## config.mk

```make
export PLATFORM = sky130hd
export DESIGN_NAME = mem_bus_arbiter
export DESIGN_NICKNAME = d
export VERILOG_FILES = /design/src/rtl/mem_bus_pkg.sv /design/src/rtl/rr_arbiter.sv /design/src/rtl/mem_bus_arbiter.sv
export SDC_FILE = /design/constraint.sdc
export NUM_CORES = 1
export LEC_CHECK = 0
export BUFFER_PORTS_ARGS = -buffer_cell sky130_fd_sc_hd__buf_4
export CAP_MARGIN = 20
export CORE_MARGIN = 4
export CORE_UTILIZATION = 44
export CTS_BUF_LIST = sky130_fd_sc_hd__clkbuf_2
export DETAILED_ROUTE_END_ITERATION = 10
export GPL_ROUTABILITY_DRIVEN = 1
export PLACE_DENSITY = 0.82
export SYNTH_ARGS = -nofsm -noshare
export SYNTH_HDL_FRONTEND = slang
export SYNTH_SLANG_ARGS = --single-unit
```

## constraint.sdc

```tcl
create_clock -name clk -period 2 [get_ports clk]
set_input_delay 0.3 -clock clk [delete_from_list [all_inputs] [get_ports clk]]
set_output_delay 0.3 -clock clk [all_outputs]
set_load 0.02 [all_outputs]
```

## src/rtl/mem_bus_pkg.sv

```systemverilog
// Shared definitions for the memory bus arbiter: FSM state encodings,
// arbitration mode selectors and a channel-index wrap helper.
package mem_bus_pkg;

  typedef logic [1:0] arbState_t;

  localparam arbState_t IDLE   = 2'd0;
  localparam arbState_t ACCESS = 2'd1;
  localparam arbState_t DONE   = 2'd2;

  localparam int ARB_FIXED = 0;
  localparam int ARB_RR    = 1;

  // Next channel index after idx, wrapping from n-1 back to 0.
  function automatic int wrapInc(input int idx, input int n);
    return (idx + 1 >= n) ? 0 : idx + 1;
  endfunction

endpackage

```

## src/rtl/rr_arbiter.sv

```systemverilog
// Combinational one-hot winner pick: first eligible channel found searching
// upward from the base pointer (base pinned to 0 in fixed-priority mode).
module rr_arbiter
  import mem_bus_pkg::*;
#(
  parameter int NUM_CH  = 3,
  parameter int RR_MODE = ARB_FIXED
) (
  input  logic [NUM_CH-1:0]         eligible,
  input  logic [$clog2(NUM_CH)-1:0] basePtr,
  output logic                      anyValid,
  output logic [NUM_CH-1:0]         pickOneHot,
  output logic [$clog2(NUM_CH)-1:0] pickIdx
);

  localparam int IDX_W = $clog2(NUM_CH);

  logic [IDX_W-1:0] startIdx;

  assign startIdx = (RR_MODE == ARB_RR) ? basePtr : '0;
  assign anyValid = |eligible;

  // Walk offsets from farthest to nearest so the nearest eligible channel is
  // the last one written and therefore wins.
  always_comb begin
    int cand;
    cand       = 0;
    pickOneHot = '0;
    pickIdx    = '0;
    for (int off = NUM_CH - 1; off >= 0; off--) begin
      cand = int'(startIdx) + off;
      if (cand >= NUM_CH) cand = cand - NUM_CH;
      if (eligible[cand]) begin
        pickOneHot       = '0;
        pickOneHot[cand] = 1'b1;
        pickIdx          = IDX_W'(cand);
      end
    end
  end

endmodule

```

## src/rtl/mem_bus_arbiter.sv

```systemverilog
// Arbitrates NUM_CH requesters onto one SRAM / memory-mapped bus with a
// req/ack handshake, wait states and RAM vs mapped-space address decode.
module mem_bus_arbiter
  import mem_bus_pkg::*;
#(
  parameter int                NUM_CH      = 3,
  parameter int                ADDR_W      = 16,
  parameter int                DATA_W      = 16,
  parameter logic [ADDR_W-1:0] MAP_BASE    = 'hF000,
  parameter int                WAIT_CYCLES = 1,
  parameter int                RR_MODE     = ARB_FIXED
) (
  input  logic                     clk,
  input  logic                     rst,
  input  logic [NUM_CH-1:0]        ch_mask,
  input  logic [NUM_CH-1:0]        req,
  input  logic [NUM_CH*ADDR_W-1:0] addr,
  input  logic [NUM_CH-1:0]        wr,
  input  logic [NUM_CH*DATA_W-1:0] wdata,
  output logic [NUM_CH-1:0]        gnt,
  output logic [NUM_CH-1:0]        ack,
  output logic [DATA_W-1:0]        rdata,
  output logic [ADDR_W-1:0]        bus_addr,
  output logic [DATA_W-1:0]        bus_wdata,
  output logic                     bus_oe,
  input  logic [DATA_W-1:0]        bus_rdata,
  output logic                     bus_wr,
  output logic                     bus_ram_en,
  output logic                     bus_map_en
);

  localparam int IDX_W = $clog2(NUM_CH);
  localparam int CNT_W = $clog2(WAIT_CYCLES + 1);
  localparam logic [CNT_W-1:0] CNT_LAST = CNT_W'(WAIT_CYCLES);

  logic [ADDR_W-1:0] chAddr  [NUM_CH];
  logic [DATA_W-1:0] chWdata [NUM_CH];

  generate
    for (genvar gi = 0; gi < NUM_CH; gi++) begin : g_unpack
      assign chAddr[gi]  = addr[gi*ADDR_W +: ADDR_W];
      assign chWdata[gi] = wdata[gi*DATA_W +: DATA_W];
    end
  endgenerate

  arbState_t         stateReg;
  logic [CNT_W-1:0]  waitCntReg;
  logic [IDX_W-1:0]  rrPtrReg;
  logic [IDX_W-1:0]  winIdxReg;
  logic              writeReg;
  logic [NUM_CH-1:0] gntReg;
  logic [NUM_CH-1:0] ackReg;
  logic [DATA_W-1:0] rdataReg;
  logic [ADDR_W-1:0] busAddrReg;
  logic [DATA_W-1:0] busWdataReg;
  logic              busWrReg;
  logic              busRamEnReg;
  logic              busMapEnReg;

  logic [NUM_CH-1:0] eligible;
  logic              anyValid;
  logic [NUM_CH-1:0] pickOneHot;
  logic [IDX_W-1:0]  pickIdx;
  logic              mapHit;

  assign eligible = req & ch_mask;
  assign mapHit   = (chAddr[pickIdx] >= MAP_BASE);

  rr_arbiter #(
    .NUM_CH  (NUM_CH),
    .RR_MODE (RR_MODE)
  ) u_pick (
    .eligible   (eligible),
    .basePtr    (rrPtrReg),
    .anyValid   (anyValid),
    .pickOneHot (pickOneHot),
    .pickIdx    (pickIdx)
  );

  always_ff @(posedge clk) begin
    if (rst) begin
      stateReg    <= IDLE;
      waitCntReg  <= '0;
      rrPtrReg    <= '0;
      winIdxReg   <= '0;
      writeReg    <= 1'b0;
      gntReg      <= '0;
      ackReg      <= '0;
      rdataReg    <= '0;
      busAddrReg  <= '0;
      busWdataReg <= '0;
      busWrReg    <= 1'b0;
      busRamEnReg <= 1'b0;
      busMapEnReg <= 1'b0;
    end else begin
      ackReg <= '0;
      case (stateReg)
        IDLE: begin
          if (anyValid) begin
            stateReg    <= ACCESS;
            winIdxReg   <= pickIdx;
            gntReg      <= pickOneHot;
            busAddrReg  <= chAddr[pickIdx];
            busWdataReg <= chWdata[pickIdx];
            writeReg    <= wr[pickIdx];
            busWrReg    <= wr[pickIdx];
            busMapEnReg <= mapHit;
            busRamEnReg <= ~mapHit;
            waitCntReg  <= CNT_W'(1);
          end
        end
        ACCESS: begin
          // Counter only advances below the terminal count, so it never wraps.
          if (waitCntReg >= CNT_LAST) begin
            stateReg    <= DONE;
            waitCntReg  <= '0;
            busWrReg    <= 1'b0;
            busRamEnReg <= 1'b0;
            busMapEnReg <= 1'b0;
            ackReg      <= gntReg;
            if (!writeReg) rdataReg <= bus_rdata;
          end else begin
            waitCntReg <= waitCntReg + 1'b1;
          end
        end
        DONE: begin
          stateReg <= IDLE;
          gntReg   <= '0;
          rrPtrReg <= IDX_W'(wrapInc(int'(winIdxReg), NUM_CH));
        end
        default: stateReg <= IDLE;
      endcase
    end
  end

  assign gnt        = gntReg;
  assign ack        = ackReg;
  assign rdata      = rdataReg;
  assign bus_addr   = busAddrReg;
  assign bus_wdata  = busWdataReg;
  assign bus_oe     = busWrReg;
  assign bus_wr     = busWrReg;
  assign bus_ram_en = busRamEnReg;
  assign bus_map_en = busMapEnReg;

endmodule
```

* After elaboration in Yosys (flattened, before gate mapping)
Cells that the tools add are included.
Widths: inputs -> output; s select.
** Storage, ports and cells
- Register bits :: 61
- Input port bits :: 123
- Output and inout port bits :: 58
- Logic and storage cells :: 66
** Operators by class
- Add/sub/neg operators :: 1
- $lt $le $gt $ge :: 4
- Equality and inequality tests :: 4
- Multiplexer cells :: 29
- Bitwise gates (word level) :: 6
- Reductions and logical operators :: 11
** Operators with widths (count)
- $bmux 16 s2 :: 2
- $mux 16 :: 4
- $ge 16x16->1 const B :: 1
- $mux 3 :: 4
- $mux 2 :: 5
- $pmux 1 s2 :: 4
- $reduce_and 2->1 :: 4
- $mux 1 :: 7
- $pmux 3 s2 :: 1
- $reduce_and 3->1 :: 2
- $reduce_or 3->1 :: 2
- $ne 2x2->1 const B :: 2
- $not 1->1 :: 4
- $pmux 2 s2 :: 1
- $reduce_bool 2->1 :: 2
- $and 3x3->3 :: 1
- $ge 3x3->1 const B :: 1
- $lt 2x3->1 const B :: 1
- $not 2->3 :: 1
- $bmux 1 s2 :: 1
- $eq 2x1->1 const B :: 1
- $eq 2x2->1 const B :: 1
- $logic_not 2->1 :: 1
- $add 1x1->1 const B :: 1
- $ge 1x1->1 const B :: 1

* Depth between registers and ports, before layout
Gate-level depths: netlist of run 1.
- Word-level depth :: 12
- Depth in mapped cells :: 8
- Depth with buffers taken out :: 5

* By module
From an unflattened synthesis of run 1, not the netlist that was laid out.
** Second synthesis, totals
- Cells, all modules :: 351
- Area, all modules :: 2955.3 um2
** Modules (own cells, without submodules)
- mem_bus_arbiter :: times used 1, cells each 345, area each 2912.8 um2, sequential area each 1301.2 um2
- rr_arbiter :: times used 1, cells each 6, area each 42.5 um2, sequential area each 0.0 um2

* Worst setup path before layout of run 1
OpenSTA, ideal clock, no wires.
- Path kind :: input-to-reg
- From :: input req[1]
- To :: register busAddrReg[5], in the netlist bus_addr[5]
- Library setup time :: 0.070 ns
- Arrival time :: 1.522 ns
- Required time :: 1.930 ns
- Slack :: 0.407 ns
- Stages on the path :: 7
- Path buffers :: 2
- Path through :: a22o_1 -> or2_1 -> buf_6 -> buf_6 -> mux2i_1 -> a211o_1 -> a21oi_1
** Between the ends
- Word-level cells in the longest chain between the ends :: 7
- Elaborated cells on any way between the ends :: 9
- Classes of those cells :: mux: 5; bitwise: 2; reduce/logical: 2
** Ends and longest elaborated chain
- start: declaration :: RTL line mem_bus_arbiter.sv:16 : input logic [NUM_CH-1:0] req,
- $and 3x3->3 * :: RTL line mem_bus_arbiter.sv:66 : assign eligible = req & ch_mask;
- $mux 2 (2 in series) :: RTL line rr_arbiter.sv:33 : if (eligible[cand]) begin
- $not 2->3 (not written as such) :: RTL line mem_bus_arbiter.sv:103 : busAddrReg <= chAddr[pickIdx];
- $bmux 16 s2 :: RTL line mem_bus_arbiter.sv:103
- $mux 16 (not written as such) (2 in series) :: RTL line mem_bus_arbiter.sv:103
- end signal: assignment :: RTL line mem_bus_arbiter.sv:103
- end: declaration :: RTL line mem_bus_arbiter.sv:54 : logic [ADDR_W-1:0] busAddrReg;
Every way passes the cells marked *; elsewhere a longest branch is shown, timed or not. The select of a mux whose other input is x is not followed.
A chain may end at the register's enable or synchronous reset.

* Worst setup path after layout of run 1
- From :: register stateReg[0]
- To :: register busRamEnReg, in the netlist bus_ram_en
** Between the ends
- Word-level cells in the longest chain between the ends :: 3
- Elaborated cells on any way between the ends :: 7
- Classes of those cells :: eq/ne: 3; mux: 1; reduce/logical: 3
** Ends and longest elaborated chain
- start: declaration :: RTL line mem_bus_arbiter.sv:46 : arbState_t stateReg;
- start signal: assignment :: RTL line mem_bus_arbiter.sv:82 : stateReg <= IDLE;
- start signal: assignment :: RTL line mem_bus_arbiter.sv:100 : stateReg <= ACCESS;
- start signal: assignment :: RTL line mem_bus_arbiter.sv:115 : stateReg <= DONE;
- $eq 2x1->1 or $logic_not 2->1 (tied branches) :: RTL line mem_bus_arbiter.sv:97 : case (stateReg)
- $ne 2x2->1 (no source line) or $reduce_bool 2->1 (tied branches)
- $reduce_and 3->1 (no source line)
- end signal: assignment :: RTL line mem_bus_arbiter.sv:108 : busRamEnReg <= ~mapHit;
- end: declaration :: RTL line mem_bus_arbiter.sv:57 : logic busRamEnReg;
Several ways; a longest one is shown, not always the timed one.

==> results.cfg, run 1 <==
[outcome]
status = completed

[synthesis]
avgSynthCellArea_um2 = 7.77
synth.cell_area_mm2 = 0.00291
yosysUniqueCellTypes = 34
syn_nets = 497
ys.warnings.count = 0
synth_seq_cells = 61
synth_edf_count = 0
synth_top_flop_cell = dfxtp_1
syn_inst = 374
synthArstFlopShare_pct = 0
seq_area_frac_synth_pct = 42.0

[worst_hold_path]
holdPathEnd = rdata[10]
min_path_cells = 3
hp-start = bus_rdata[10]
hp-class = input pin to register

[clock_network]
cts_buffer_depth = 2
tritoncts = built
h-tree-depth = 3
clkLatencyLatePin_ns = 0.44
cts_sinks = 61
cts.clk_slew.worst_paths_ns = 0.18
cts_buffers = 9
post_cts_resize_count = 0
cts-root-buf = clkbuf_2

[cells_and_area]
layout-drive-gt1-share_pct = 38.1
area_delta_synth_final_pct = 52.2
stdcell_count = 623
fillerInstances = 526
fin_nets = 664
num_antenna_cells = 0

[route]
final_antenna_net_count = 0
detail_route.first_pass.iterations = 7
vias_per_cell = 5.48
drc = 0
routed_wl_um = 10000
drt_iter0_drc = 210
vias = 3412
avgRoutedWirePerCell_um = 16.1

[grt]
use_met2_pct = 39.7
grt_pass1_vias = 3270
met3_usage_pct = 8.11
grt.total_usage_pct = 24.2
use_met1_pct = 28.9
grt_max_degree = 58
grt_pass1_wl_um = 15000
grt_antenna_before_repair = 0
gr-max-usage-layer = met2
grt_overflow = 0

[floorplanning]
row_count = 29
fp.dieArea_mm2 = 0.00797
die_w_um = 89.3
start_util_pct = 45.5
io_pins = 181
core_area_mm2 = 0.00639
chipHeight_um = 89.3

[power]
power.leakage_nw = 2.11
power_mw = 3.11
peakVddDrop_uv = 541
powerDensity_mw_per_mm2 = 702

[worst_setup_path]
reg2reg_to = bus_ram_en
r2r_start = stateReg[0]
r2r_slack_ns = 0.38
rr_worst_depth = 5
cp_data_required_time_ns = 2.29
cp.arrival_ns = 1.91
cp_max_fo = 8
path_class = register to register
end_kind = register
startpoint_type = register

[timing]
post-route-period-util_pct = 80.9
fin_setup_tns_ns = 0
relSlewSlack_pct = 59.6
finalHoldViolCount = 0
tightest_slew_ns = 0.606
rsz0062_at_grt = false
fin_crit_ns = 1.62
slew_viol_final = 0
hold_slack_ns = 0.0811
setup_viol = 0
skew_ns = 0.0231
clock.fmax_mhz = 618

[place]
globalplace.congestion = 0.929
place_hpwl_um = 7510
placedCellCount = 606
io_buffer_count = 180

[run]
cap_violations = 0
state kept, by name (all words and copies together), names as in the netlist:
| register | flops |
|---|---|
| bus_ram_en | 1 |
| gnt | 3 |
| bus_addr | 16 |
| bus_map_en | 1 |
| bus_wdata | 16 |
| stateReg | 2 |
| waitCntReg | 1 |
| rdata | 16 |
| bus_oe | 1 |
| writeReg | 1 |
| ack | 3 |
worst max-delay path, stage by stage, from the launching register on:
cell      delay (ns)
dfxtp_1         0.42
nor2_1          0.21
nand2b_2        0.14
a311o_1         0.35
a211oi_2        0.23
a221oi_1        0.13
kinds of logic (layout without fill, tap and decap cells):
kind of cell,after synthesis,after routing,share of synthesized area [%]
buf+inv,35,207,6.20
flops,61,61,42.0
compound gates,99,99,23.6
mux,13,13,4.48
simple gates,166,166,23.7
worst max path at each step:
stage / startpoint / end
3_5_place_dp: req[1] / bus_ram_en
5_1_grt: stateReg[0] / bus_oe
6_report: stateReg[0] / bus_ram_en
3_3_place_gp: req[1] / bus_oe
4_1_cts: stateReg[0] / bus_ram_en
2_1_floorplan: req[1] / bus_addr[5]
cell usage in the layout, fill, tap and decap left out, types with 3 or more instances in the layout:
master,instances
buf_4,186
nand2_1,87
dfxtp_1,61
a21oi_1,50
nor2_1,41
nand3_1,22
a311o_1,19
mux2i_1,13
a211o_1,12
clkbuf_2,10
and2_1,5
nor3_1,5
o21ai_0,3
a31oi_1,3
buf_12,3
routing by layer:
layer	part of all wire [%]	up-vias
met2	49	185
met1	38	1566
met5	0	-
met3	11	19
li1	-	1642
met4	1.8	0
power breakdown:
| part | total, mW | internal, mW | switching, mW |
|---|---|---|---|
| logic | 0.883 | 0.430 | 0.452 |
| clock network | 0.850 | 0.408 | 0.442 |
| registers | 1.37 | 1.31 | 0.0604 |
area by class of cell:
type | instances | area, µm² | area share [%]
multi-input combinational | 278 | 1510 | 34.1
timing repair buffer | 190 | 1470 | 33.2
sequential | 61 | 1220 | 27.6
tap | 77 | 96.3 | 2.18
clock inverter | 6 | 77.6 | 1.75
clock buffer | 10 | 50.0 | 1.13
inverter | 1 | 3.75 | 0.0849
repair_timing:
action,4_1_cts,5_1_grt
setup endpoints to repair,0,0
buffers inserted,0,0
hold endpoints to repair,0,1
hold buffers,0,1
stage by stage:
stage,util (%),setup slack (ns),area (µm²)
after floorplan,-,0.407,2910
after global placement,67.1,0.222,4290
after detailed placement,67.1,0.148,4290
after CTS,69.1,0.412,4410
after global routing,69.3,0.245,4420
final,69.3,0.381,4420
Yosys cell counts (2+ instances only):
master    number  area share, %
nand2_1       87             11
dfxtp_1       61             42
a21oi_1       50            8.6
nor2_1        41            5.3
nand3_1       22            3.8
a311o_1       19            6.5
clkbuf_1      15            1.9
mux2i_1       13            4.5
a211o_1       12            3.6
buf_2         12            2.1
and2_1         5            1.1
buf_4          5            1.3
nor3_1         5           0.86
a31oi_1        3           0.65
o21ai_0        3           0.52
buf_6          2           0.77
o21bai_1       2           0.52
Note: power is estimated with default switching activity, not from simulation.
==> run 2, diff against run 1 <==
==> constraint.sdc (replaced) <==
create_clock -name clk -period 1.5 [get_ports clk]
set_input_delay 0.225 -clock clk [delete_from_list [all_inputs] [get_ports clk]]
set_output_delay 0.225 -clock clk [all_outputs]
set_load 0.02 [all_outputs]
==> run 2 against run 1 <==
First-iteration DRC count down 23%. Fmax rose by 13%. Worst setup slack got worse by 0.32 ns. Combinational power grew 48%.
==> results.cfg, run 2 (synthesis results as in run 1) <==
[outcome]
status = completed

[worst_setup_path]
cp_max_fo = 4
cp_data_required_time_ns = 1.97
end_kind = register
startpoint_type = register
slowest_stage = dfxtp_2
rr_worst_depth = 5
cp.arrival_ns = 1.90
cp_cell_sequence = nor2_4, nand2b_4, a311o_1, a211oi_2, a31o_1
path_class = register to register
slowest_delay_ns = 0.37

[grt]
grt.total_usage_pct = 26.2
grt_overflow = 0
grt_antenna_before_repair = 0
grt_pass1_vias = 3420
grt_pass1_wl_um = 16000
grt_max_degree = 40

[route]
vias_per_cell = 5.36
avgRoutedWirePerCell_um = 16.2
final_antenna_net_count = 0
drt_iter0_drc = 162
routed_wl_um = 10700
drc = 0
detail_route.first_pass.iterations = 5
vias = 3556

[timing]
relSlewSlack_pct = 69.6
clock.fmax_mhz = 697
fin_crit_ns = 1.43
post-route-period-util_pct = 95.6
tightest_slew_ns = 0.456
finalHoldViolCount = 0
skew_ns = 0.00960
slew_viol_final = 0
rsz0062_at_grt = true
setup_viol = 0
worst_slack_ns = 0.0659

[cells_and_area]
area_delta_synth_final_pct = 63.5
num_antenna_cells = 0
fillerInstances = 491
multiInputGateArea_mm2 = 0.00153
final_util_pct = 74.4
regArea_mm2 = 0.00122
layout_common_cells = buf_4, nand2_1, dfxtp_1
stdcell_area_mm2 = 0.00475
fin_nets = 704
final_common_cell = buf_4
layout-drive-gt1-share_pct = 40.1

[place]
globalplace.congestion = 0.872
place_hpwl_um = 7690
pre_cts_slack_ns = -0.294
placed_cell_area_mm2 = 0.00444
io_buffer_count = 180

[floorplanning]
chipHeight_um = 89.3
row_count = 29
start_util_pct = 45.5
io_pins = 181
core_area_mm2 = 0.00639
fp.dieArea_mm2 = 0.00797
die_w_um = 89.3

[clock_network]
cts_buffers = 9
cts_sinks = 61
h-tree-depth = 3
cts_buffer_depth = 2
clkLatencyLatePin_ns = 0.51
tritoncts = built
cts-root-buf = clkbuf_2
cts.clk_slew.worst_paths_ns = 0.18

[worst_hold_path]
min_path_cells = 4
hp-class = input pin to register

[power]
powerDensity_mw_per_mm2 = 837
peakVddDrop_uv = 642
power_mw = 3.98
power.leakage_nw = 2.26

[run]
cap_violations = 0
-- run 2: worst paths after layout --
check               from           end  slack [ns]
max          stateReg[1]    bus_map_en        0.07
min             addr[26]  bus_addr[10]         0.1
max reg2reg  stateReg[1]    bus_map_en        0.07
min reg2reg  bus_addr[8]   bus_addr[8]        0.46
-- run 2: layout make-up --
class | count | area share, %
Sequential cell | 61 | 25.8
Clock inverter | 7 | 0.895
Tap cell | 77 | 2.03
Timing Repair Buffer | 230 | 38.1
Multi-Input combinational cell | 278 | 32.2
Clock buffer | 9 | 0.948
Inverter | 1 | 0.0790
-- run 2: critical path: cells and delay by family (launching register included) --
family          cells  cell delay, ns
simple gates        2            0.23
compound gates      3            0.79
flops               1            0.37
-- run 2: repair_timing --
| action | in CTS | in global routing |
|---|---|---|
| hold buffers | 17 | 0 |
| gates resized for setup | 1 | 7 |
| endpoints found under the setup margin | 1 | 17 |
| buffers inserted | 0 | 3 |
| hold endpoints to repair | 18 | 0 |
| pin swaps | 0 | 5 |
-- run 2: metrics by stage --
step,hold WS (ns),std cells,TNS (ns)
detailed placement,0.446,627,-7.79
global route,0.0752,663,-0.0328
finish,0.0959,663,0
floorplan,0.320,374,-0.0193
global placement,0.441,627,-6.30
CTS,0.0516,660,0
-- run 2: layer usage --
metal	global-route usage [%]	wire length [µm]	vias to the layer above
met3	8.29	888	37
met4	12.0	439	0
li1	-	-	1722
met2	44.3	5420	151
met1	30.0	3970	1646
met5	0	0	-
-- run 2: where the power goes --
group | switching [mW] | internal, mW
Combinational | 0.643 | 0.670
Sequential | 0.0751 | 1.75
Clock | 0.637 | 0.202
Total | 1.35 | 2.62
